**config.mk**
```make
export PLATFORM = sky130hd
export DESIGN_NAME = fetch
export DESIGN_NICKNAME = d
export VERILOG_FILES = /design/src/rtl/fetch.sv
export SDC_FILE = /design/constraint.sdc
export NUM_CORES = 1
export LEC_CHECK = 0
export BUFFER_PORTS_ARGS = -buffer_cell sky130_fd_sc_hd__buf_2
export CAP_MARGIN = 20
export CORE_MARGIN = 1
export CORE_UTILIZATION = 39
export CTS_CLUSTER_SIZE = 10
export DETAILED_ROUTE_END_ITERATION = 8
export HOLD_SLACK_MARGIN = 0.1
export SLEW_MARGIN = 20
export SYNTH_ARGS = -nofsm -noshare
export SYNTH_HDL_FRONTEND = slang
export SYNTH_SLANG_ARGS = --single-unit
```
**constraint.sdc**
```tcl
create_clock -name clk -period 4.3 [get_ports clk]
set_clock_uncertainty 0.15 [all_clocks]
set_input_delay 0.645 -clock clk [delete_from_list [all_inputs] [get_ports clk]]
set_output_delay 0.645 -clock clk [all_outputs]
set_load 0.02 [all_outputs]
```
**src/rtl/fetch.sv**
```systemverilog
// Instruction-fetch stage: one outstanding imem read, 2-entry {pc+4, instr} buffer toward decode,
// and single-delay-slot redirect handling.
module fetch #(
  parameter logic [31:0] RESET_PC = 32'h0000_0000
) (
  input  logic        clk,
  input  logic        rst_n,
  output logic        imem_req,
  output logic [31:0] imem_addr,
  input  logic        imem_ack,
  input  logic [31:0] imem_rdata,
  input  logic        stall,
  input  logic        pc_we,
  input  logic [31:0] pc_data,
  output logic        valid,
  output logic [31:0] pc,
  output logic [31:0] ir
);

  logic [31:0] fetch_pc_q, fetch_pc_d;
  logic        out_q, out_d;
  logic [31:0] out_addr_q, out_addr_d;
  logic        kill_q, kill_d;
  logic [1:0]  count_q, count_d;
  logic [63:0] slot0_q, slot0_d;
  logic [63:0] slot1_q, slot1_d;

  logic        pop, ack, push, issue, redir;
  logic [2:0]  occ;
  logic [63:0] new_entry;

  always_comb begin
    pop       = (count_q != 2'd0) && !stall;
    ack       = imem_ack && out_q;
    push      = ack && !kill_q;
    occ       = {1'b0, count_q} + {2'b00, out_q} - {2'b00, pop};
    issue     = rst_n && (!out_q || imem_ack) && (occ < 3'd2);
    redir     = pc_we && pop;
    new_entry = {out_addr_q + 32'd4, imem_rdata};
  end

  assign imem_req  = issue;
  assign imem_addr = fetch_pc_q;
  assign valid     = (count_q != 2'd0);
  assign pc        = valid ? slot0_q[63:32] : 32'h0;
  assign ir        = valid ? slot0_q[31:0]  : 32'h0;

  always_comb begin
    fetch_pc_d = fetch_pc_q;
    out_d      = out_q;
    out_addr_d = out_addr_q;
    kill_d     = kill_q;
    count_d    = count_q;
    slot0_d    = slot0_q;
    slot1_d    = slot1_q;

    if (issue) begin
      out_d      = 1'b1;
      out_addr_d = fetch_pc_q;
      fetch_pc_d = fetch_pc_q + 32'd4;
    end else if (ack) begin
      out_d = 1'b0;
    end
    if (redir) begin
      fetch_pc_d = pc_data;
    end

    if (ack && kill_q) begin
      kill_d = 1'b0;
    end
    // The delay slot is already buffered or in flight, so anything issued now is beyond it.
    if (redir && issue && (count_q == 2'd2 || out_q)) begin
      kill_d = 1'b1;
    end

    case ({push, pop})
      2'b10: begin
        if (count_q == 2'd0) slot0_d = new_entry;
        else                 slot1_d = new_entry;
        count_d = count_q + 2'd1;
      end
      2'b01: begin
        slot0_d = slot1_q;
        count_d = count_q - 2'd1;
      end
      2'b11: begin
        if (count_q == 2'd2) begin
          slot0_d = slot1_q;
          slot1_d = new_entry;
        end else begin
          slot0_d = new_entry;
        end
      end
      default: ;
    endcase
  end

  always_ff @(posedge clk or negedge rst_n) begin
    if (!rst_n) begin
      fetch_pc_q <= RESET_PC;
      out_q      <= 1'b0;
      out_addr_q <= 32'h0;
      kill_q     <= 1'b0;
      count_q    <= 2'd0;
      slot0_q    <= 64'h0;
      slot1_q    <= 64'h0;
    end else begin
      fetch_pc_q <= fetch_pc_d;
      out_q      <= out_d;
      out_addr_q <= out_addr_d;
      kill_q     <= kill_d;
      count_q    <= count_d;
      slot0_q    <= slot0_d;
      slot1_q    <= slot1_d;
    end
  end

endmodule
```
==> impl_metrics.env <==
export IMPL_outcome="complete, no violations"
export IMPL_finalWeightedCongestion=0.854
export IMPL_final_cells=1456
export IMPL_whs_ns=0.260
export IMPL_grtUsageMet2_pct=28.8
export IMPL_dp_cells=1423
export IMPL_fin_crit_ns=3.69
export IMPL_ys_warn_count=0
export IMPL_worstSetupPathType="reg -> out"
export IMPL_rsz0062_at_grt="no"
export IMPL_synth_area_leader_cell="dfrtp_1"
export IMPL_area_growth_syn_to_layout_pct=18.2
export IMPL_synth_area_per_cell_um2=9.91
export IMPL_grt_pass1_vias=7073
export IMPL_ys_async_sr_fraction_pct=100
export IMPL_hold_class="in -> reg"
export IMPL_grt_pass1_wl_um=39000
export IMPL_drive_gt1_share_pct=26.2
export IMPL_synth_nets=1054
export IMPL_crit_arrival_ns=2.89
export IMPL_routedWlPerCell_um=16.3
export IMPL_ys_seq_area_share_pct=50.6
export IMPL_cts_tree="done"
export IMPL_die_area_mm2=0.0255
export IMPL_clock_sinks=196
export IMPL_grtUsageMet3_pct=3.40
export IMPL_drc=0
export IMPL_clockRootBuffer="clkbuf_16"
export IMPL_cp_required_ns=3.50
export IMPL_critPathMaxFanout=9
export IMPL_clk_latency_ns=0.43
export IMPL_dp_hpwl_um=16700
export IMPL_busiest_layer="met2"
export IMPL_synth_seq_cells=196
export IMPL_finalHoldViolations=0
export IMPL_viasPerCell=5.12
export IMPL_nets=1195
export IMPL_io_pins=167
export IMPL_worst_pin_slew_ns=0.985
export IMPL_syn_area_mm2=0.00970
export IMPL_synth_ff_type="dfrtp_1"
export IMPL_clk_path_buf_depth=2
export IMPL_core_mm2=0.0243
export IMPL_synth_top_cell_area_share_pct=50.6
export IMPL_slew_headroom_pct=34.3
export IMPL_setup_tns_ns=0
export IMPL_drt_first_pass_iters=5
export IMPL_routed_via_count=7457
export IMPL_cts_setup_buffers=0
export IMPL_seqCellArea_mm2=0.00490
export IMPL_timing_final_crit_share_pct=85.7
export IMPL_synthTopCellsByArea="dfrtp_1 51%, mux2_2 7.4%, o21ai_0 4.8%, and2_1 4.6%, nand2_1 4.5%"
export IMPL_wl_um=23700
export IMPL_drt_iter0_drc=475
export IMPL_ant_nets=0
export IMPL_synth_edff_count=0
export IMPL_gr_usage_met1_pct=28.6
export IMPL_p_per_area_mw_per_mm2=772
export IMPL_numPortBuffers=166
export IMPL_die_y_um=160
export IMPL_grt_overflow_total=0
export IMPL_endpoint_kind="output pin"
export IMPL_fmax_ghz=0.271
export IMPL_drv_cap=0
export IMPL_chipWidth_um=160
export IMPL_pre_cts_ws_ns=0.495
export IMPL_initial_utilization_pct=39.9
export IMPL_rows=57
export IMPL_cellLeakagePower_nw=5.11
export IMPL_antenna_found_initial=0
export IMPL_timing_final_ws_setup_ns=0.613
export IMPL_postCtsHoldBufs=1
export IMPL_start_kind="register"
export IMPL_n_antenna_cell=0
export IMPL_syn_inst=978
export IMPL_vdd_drop_max_uv=296
export IMPL_synth_cell_types=48
export IMPL_grt_max_degree=68
export IMPL_htree_levels=4
export IMPL_cts_buffers=17
export IMPL_nFillCells=2346
export IMPL_grt_usage_pct=19.1
export IMPL_fin_util_pct=47.1
export IMPL_finalSetupViolCount=0
export IMPL_slew_viol_final=0
export IMPL_cts_resized=0
export IMPL_path_clk_slew_ns=0.08
export IMPL_multiInputGateArea_mm2=0.00448
## synthesized netlist by cell type (9+ instances only)
library cell and n:
mux2_2 64, dfrtp_1 196, and2_1 72, nor2_1 43, a21oi_1 39, a31oi_1 9, nand2_1 117, a22oi_1 41
inv_1 20, and3_1 9, clkbuf_1 49, xnor2_1 27, nor4_1 9, nand3_1 28, o21ai_0 93, nor3_1 28
xor2_1 18, nand4_1 20
## cells in the final DEF, fill, tap and decap left out, drive strengths merged, types with 3 or more instances in the layout
| cell | synthesis | layout |
|---|---|---|
| a211oi | 7 | 7 |
| a21o | 3 | 3 |
| a21oi | 39 | 39 |
| a22oi | 41 | 41 |
| a2bb2oi | 7 | 7 |
| a31oi | 9 | 9 |
| and2 | 72 | 72 |
| and3 | 9 | 9 |
| and4 | 5 | 5 |
| buf | 15 | 184 |
| clkbuf | 49 | 20 |
| clkinv | 0 | 4 |
| dfrtp | 196 | 196 |
| ha | 6 | 6 |
| inv | 20 | 27 |
| mux2 | 64 | 64 |
| mux2i | 6 | 6 |
| nand2 | 117 | 117 |
| nand2b | 5 | 5 |
| nand3 | 28 | 28 |
| nand4 | 21 | 21 |
| nor2 | 43 | 43 |
| nor3 | 28 | 28 |
| nor4 | 12 | 12 |
| o21a | 7 | 7 |
| o21ai | 97 | 97 |
| or3 | 5 | 5 |
| or4 | 4 | 4 |
| xnor2 | 27 | 27 |
| xor2 | 18 | 18 |
## flip-flops by register name, summed over array words and instances (netlist names)
name	flops
count_q	2
imem_addr	32
kill_q	1
out_addr_q	32
out_q	1
slot0_q	64
slot1_q	64
## metrics by stage
step                      instance area [um^2]  power (mW)
final                                    11500        8.84
after detailed placement                 10900        7.32
after floorplan                           9700        6.03
after CTS                                11500        8.93
after global placement                   10900        7.22
after global routing                     11500        9.50
## power by group
| group | switching [mW] | leakage (nW) | total (mW) | internal, mW |
|---|---|---|---|---|
| sequential | 0.780 | 2.37 | 3.49 | 2.71 |
| clock | 0.738 | 0.289 | 1.59 | 0.850 |
| combinational | 2.21 | 2.46 | 3.77 | 1.56 |
## kinds of logic after synthesis
logic type | Yosys count | share of synthesized area [%]
and+or+nand+nor | 359 | 19.4
AOI/OAI and AO/OA | 217 | 13.4
muxes | 70 | 8.05
adders and majority gates | 7 | 0.981
xor gates and xnor gates | 45 | 4.06
buffers and inverters | 84 | 3.48
DFF | 196 | 50.6
## final timing paths
path / from / end / slack (ns) / cells after the start
min in group asynchronous: rst_n / slot0_q[11] / 0.52 / 2
setup reg to reg: count_q[1] / imem_addr[28] / 0.79 / 9
setup / recovery: count_q[1] / imem_req / 0.61 / 7
hold / removal: pc_data[1] / imem_addr[1] / 0.26 / 3
hold reg to reg: slot0_q[29] / slot0_q[29] / 0.32 / 2
max in group asynchronous: rst_n / slot1_q[17] / 1.88 / 4
## cell type report
type / instances / area share [%]
sequential: 196 / 42.8
tap: 324 / 3.54
timing repair buffer: 186 / 8.77
clock inverter: 13 / 1.18
multi-input combinational: 698 / 39.1
clock buffer: 19 / 3.95
inverter: 20 / 0.655
## critical path, stage by stage (launching register included)
cell,delay (ns)
dfrtp_1,0.48
o21ba_2,0.32
ha_1,0.28
nand2b_1,0.15
fa_1,0.41
xnor2_1,0.25
and3_2,0.35
buf_2,0.22
## metal layers
layer,wire (um),vias to the layer above
met5,0,-
met4,218,0
met3,817,17
met2,10700,149
met1,12000,3577
li1,-,3714
Power figures use the tool's default switching activity.
